File: config.mk
export PLATFORM = sky130hd
export DESIGN_NAME = apb_regfile_slave
export DESIGN_NICKNAME = d
export VERILOG_FILES = /design/src/rtl/apb_regfile_slave.sv
export SDC_FILE = /design/constraint.sdc
export NUM_CORES = 1
export LEC_CHECK = 0
export ABC_AREA = 1
export CORE_MARGIN = 2
export CORE_UTILIZATION = 34
export DETAILED_ROUTE_END_ITERATION = 12
export GPL_ROUTABILITY_DRIVEN = 0
export HOLD_SLACK_MARGIN = 0.05
export PLACE_DENSITY = 0.51
export SETUP_SLACK_MARGIN = 0.2
export SLEW_MARGIN = 20
export SYNTH_ARGS = -nofsm -noshare
export SYNTH_HDL_FRONTEND = slang
export SYNTH_SLANG_ARGS = --single-unit
export TNS_END_PERCENT = 10
File: constraint.sdc
create_clock -name pclk -period 44.4 [get_ports pclk]
set_clock_uncertainty 0.2 [all_clocks]
set_input_delay 4.44 -clock pclk [delete_from_list [all_inputs] [get_ports pclk]]
set_output_delay 4.44 -clock pclk [all_outputs]
set_load 0.005 [all_outputs]
File: src/rtl/apb_regfile_slave.sv
// APB register-file slave: DEPTH x DATA_W storage with byte strobes, programmable
// wait states, a read-only ID word at index 0 and PSLVERR on illegal accesses.
module apb_regfile_slave #(
  parameter int unsigned DATA_W   = 32,
  parameter int unsigned ADDR_W   = 8,
  parameter int unsigned DEPTH    = 16,
  parameter logic [63:0] ID_VALUE = 64'h0000_0000_A9B0_0001
) (
  input  logic                pclk,
  input  logic                preset,
  input  logic                psel,
  input  logic                penable,
  input  logic                pwrite,
  input  logic [ADDR_W-1:0]   paddr,
  input  logic [DATA_W-1:0]   pwdata,
  input  logic [DATA_W/8-1:0] pstrb,
  input  logic [3:0]          wait_cfg,
  output logic                pready,
  output logic [DATA_W-1:0]   prdata,
  output logic                pslverr
);

  localparam int unsigned BYTES = DATA_W / 8;
  localparam int unsigned OFF_W = $clog2(BYTES);
  localparam int unsigned IDX_W = (DEPTH > 1) ? $clog2(DEPTH) : 1;

  typedef enum logic [1:0] {
    IDLE = 2'd0,
    WAIT = 2'd1,
    RESP = 2'd2
  } state_t;

  state_t              state, state_d;
  logic [3:0]          cnt, cnt_d;
  logic                pready_d;
  logic                pslverr_d;
  logic [DATA_W-1:0]   prdata_d;

  logic [DATA_W-1:0]   mem [DEPTH];

  logic [ADDR_W-1:0]   word_idx;
  logic [IDX_W-1:0]    word_sel;
  logic                misaligned;
  logic                out_of_range;
  logic                illegal;
  logic [DATA_W-1:0]   rd_val;
  logic [DATA_W-1:0]   resp_data;
  logic [DATA_W-1:0]   byte_mask;
  logic                wr_en;

  // Address decode and legality, evaluated on the (stable) APB address phase
  always_comb begin
    word_idx     = ADDR_W'(paddr >> OFF_W);
    word_sel     = IDX_W'(word_idx);
    misaligned   = (paddr & ADDR_W'(BYTES - 1)) != '0;
    out_of_range = 32'(word_idx) >= DEPTH;
    illegal      = misaligned | out_of_range | (pwrite & (word_idx == '0));
  end

  // Read mux: word 0 is the constant ID, illegal reads and all writes return 0
  always_comb begin
    rd_val = '0;
    if (word_idx == '0) begin
      rd_val = DATA_W'(ID_VALUE);
    end else if (!out_of_range) begin
      rd_val = mem[word_sel];
    end
    resp_data = (pwrite || illegal) ? '0 : rd_val;
  end

  for (genvar b = 0; b < BYTES; b++) begin : g_mask
    assign byte_mask[b*8 +: 8] = {8{pstrb[b]}};
  end

  // State and response registers
  always_ff @(posedge pclk or posedge preset) begin
    if (preset) begin
      state   <= IDLE;
      cnt     <= '0;
      pready  <= 1'b0;
      pslverr <= 1'b0;
      prdata  <= '0;
    end else begin
      state   <= state_d;
      cnt     <= cnt_d;
      pready  <= pready_d;
      pslverr <= pslverr_d;
      prdata  <= prdata_d;
    end
  end

  // Next-state and next-response logic
  always_comb begin
    state_d   = state;
    cnt_d     = cnt;
    pready_d  = pready;
    pslverr_d = pslverr;
    prdata_d  = prdata;
    wr_en     = 1'b0;

    case (state)
      IDLE: begin
        pready_d  = 1'b0;
        pslverr_d = 1'b0;
        prdata_d  = '0;
        if (psel && !penable) begin
          cnt_d = wait_cfg;
          if (wait_cfg == 4'd0) begin
            state_d   = RESP;
            pready_d  = 1'b1;
            pslverr_d = illegal;
            prdata_d  = resp_data;
          end else begin
            state_d = WAIT;
          end
        end
      end

      WAIT: begin
        if (!psel) begin
          state_d = IDLE;
          cnt_d   = '0;
        end else begin
          cnt_d = cnt - 4'd1;
          if (cnt == 4'd1) begin
            state_d   = RESP;
            pready_d  = 1'b1;
            pslverr_d = illegal;
            prdata_d  = resp_data;
          end
        end
      end

      RESP: begin
        if (!psel || penable) begin
          wr_en     = psel && penable && pwrite && !illegal;
          state_d   = IDLE;
          pready_d  = 1'b0;
          pslverr_d = 1'b0;
          prdata_d  = '0;
        end
      end

      default: begin
        state_d   = IDLE;
        pready_d  = 1'b0;
        pslverr_d = 1'b0;
        prdata_d  = '0;
      end
    endcase
  end

  // Storage words; word 0 is never write-enabled because writes to it are illegal
  for (genvar w = 0; w < DEPTH; w++) begin : g_word
    always_ff @(posedge pclk or posedge preset) begin
      if (preset) begin
        mem[w] <= '0;
      end else if (wr_en && (word_sel == IDX_W'(w))) begin
        mem[w] <= (mem[w] & ~byte_mask) | (pwdata & byte_mask);
      end
    end
  end

endmodule

==> impl_results.md <==
* Clock group share of total power at 47.5%
* Slowest stage cell, crit path: buf_4
* Die X at 290 um
* Via Count at 26100
* Yosys cell types at 24
* Largest net degree at the start of global routing at 218
* Hold Fails Final Rpt at 0
* Postcts setup bufs at 0
* Antenna Nets Post-Route at 0
* Ys Warns at 0
* Initial DRC count at 2451
* DP Wirelength at 56.6 mm
* Area Overhead vs Synth at 12.2%
* Crit-path max cell delay at 840 ps
* DRC violations left at 0
* Pwr Density at 35.0 mW/mm2
* Period minus WS final at 7880 ps
* Wirelength per Cell at 20.7 um
* Sw Ratio at 26.4%
* Initial Util at 34.4%
* Worst hold path class: flip-flop to flip-flop
* Slew headroom at 7.03%
* Place WS at 36010 ps
* Seq. cell area at 0.0136 mm2
* Status: complete, no violations
* Req. time, crit path at 44780 ps
* Proportion of layout cells with a drive suffix above 1 at 4.98%
* Fmax at 127 MHz
* Kind of critical path: primary input to flip-flop
* Sink Count at 544
* Register share of total power at 45.7%
* Worst Setup Start Kind: primary input
* Post-Syn Nets at 3932
* Antenna violations before repair at 6
* Overall routing resource usage at 23.7%
* Number of port buffers at 86
* Post-CTS Resized at 0
* Global-route wire length before repair at 158 mm
* Ports at 87
* CTS clk-pin slew, worst paths at 60 ps
* Register area share after synthesis at 49.0%
* Number of global-route vias before repair at 25000
* DR vias/cell at 5.37
* # Max-Cap Violations at 0
* CP startpoint: paddr[5]
* Internal power at 803 uW
* Synthesized area at 0.0278 mm2
* Setup Viol. Count Final at 0
* Fin. max-slew vios at 0
* Die ar. at 0.0840 mm2
* VDD IR max at 0.0000300 V
* Area of the multi-input gates at 0.0128 mm2
* Worst EP arrival at 8250 ps
* Syn Inst Count at 3877
* Logic pwr share at 6.8%
* Most common library cell in the layout ignoring fill and taps: nand2_1
* RSZ-0062 raised after global routing: no
* Final WL at 101 mm
* Drt first pass iters at 7
* Remaining Overflow, GRT at 0
* Static Leakage at 0.0172 uW
* Hold-fix buffers, CTS at 0
* CP Cell Sequence: clkdlybuf4s50_1, nor2_4, buf_4, nand2_1, o21ai_2, nor2b_4, buf_12, buf_4, nand4_1, nand2_1
* Final nets at 3800
* FP Rows at 104
* Setup crit end kind: flip-flop
* Worst-skew pair later-pin latency at 640 ps
* Worst-path maximum fanout at 217
* CTS tree: built
* Pin slew with the least headroom to its limit at 1390 ps
* Part of the cycle the worst path needs at 17.7%
* Die Ht at 290 um
* Mean Syn Cell Area at 7.16 um2
* Commonest non-fill, non-tap cells in the layout: nand2_1, dfrtp_1, nand4_1
* Final setup margin at 36520 ps
* H-tree depth at 2
* Fillers at 8497
* Bufs on Longest Clock Path at 3
* Number of synthesized register bits at 544
* Net Sw Power at 289 uW
* Setup TNS at 0 ps
* Total CTS buffers at 61
* CTS Root Cell: clkbuf_16
* Area of the core at 0.0807 mm2
* Reg2reg start: state[0]
==> cells by family after synthesis <==
family	Yosys count	synth area share, %
and+or+nand+nor	2925	44.7
adders and majority gates	2	0.0901
buffers and inverters	352	5.14
xor gates and xnor gates	1	0.0315
AOI/OAI and AO/OA	53	0.982
DFF	544	49.0
==> synthesized netlist by cell type <==
| cell type | count | area [um2] |
|---|---|---|
| buf_1 | 39 | 146 |
| xor2_1 | 1 | 8.76 |
| nand4_1 | 543 | 3400 |
| o21ai_0 | 47 | 235 |
| buf_4 | 2 | 15.0 |
| dfrtp_1 | 544 | 13600 |
| inv_1 | 19 | 71.3 |
| ha_1 | 2 | 25.0 |
| nor2_2 | 10 | 62.6 |
| a22oi_1 | 1 | 7.51 |
| buf_2 | 67 | 335 |
| nand2_2 | 2 | 12.5 |
| nand3_1 | 25 | 125 |
| nor2b_2 | 1 | 8.76 |
| inv_2 | 5 | 18.8 |
| buf_6 | 2 | 22.5 |
| a31oi_1 | 1 | 6.26 |
| nand2_1 | 2321 | 8710 |
| nand2_4 | 1 | 11.3 |
| clkbuf_1 | 218 | 818 |
| nor2_4 | 2 | 22.5 |
| nor2_1 | 20 | 75.1 |
| o21ai_2 | 1 | 8.76 |
| a21oi_1 | 3 | 15.0 |
==> power groups by stage <==
stage               clock, uW  combinational (uW)  sequential (uW)
floorplan                   0                40.9              508
global placement            0                74.5              508
detailed placement          0                74.2              508
CTS                       529                74.4              499
global route              548                80.0              499
finish                    518                74.1              499
==> worst max-delay path, delay by kind of cell <==
family	cells	cell delay, ps
buffers and inverters	4	2120
AOI/OAI and AO/OA	1	130
and+or+nand+nor	5	1030
==> final cells by class <==
cell class / instances / area share, %
diodes: 5 / 0.0402
clock buffers: 83 / 5.66
clock inverters: 33 / 0.831
inverters: 24 / 0.345
multi-input cells: 2981 / 41.2
flip-flops and latches: 544 / 43.7
well taps: 1060 / 4.26
repair buffers: 133 / 3.99
==> final timing paths <==
check	slack, ps	cells after the start	end
max in group asynchronous	37650	4	asynchronous set/reset pin
min in group asynchronous	4120	2	asynchronous set/reset pin
worst min register to register	170	0	flip-flop
worst max register to register	40750	8	flip-flop
worst min-delay path	170	0	flip-flop
worst max-delay path	36520	10	flip-flop
==> per-layer routing <==
metal	GRT usage [%]	share of wire (%)	vias to the layer above
li1	-	-	12400
met1	34.9	47	12800
met2	36.1	45	885
met3	3.36	6.1	132
met4	6.71	2.3	0
met5	0	0	-
==> stage by stage <==
| stage | power (uW) | hold WS [ps] | utilization (%) | area [um2] | std cells |
|---|---|---|---|---|---|
| after floorplan | 549 | 229 | - | 27800 | 3877 |
| after global placement | 583 | 165 | 36.1 | 29100 | 4742 |
| after detailed placement | 582 | 166 | 36.1 | 29100 | 4742 |
| after CTS | 1100 | 178 | 38.6 | 31100 | 4858 |
| after global routing | 1130 | 185 | 38.6 | 31200 | 4863 |
| final | 1090 | 174 | 38.6 | 31200 | 4863 |
(Power assumes the default switching activity.)
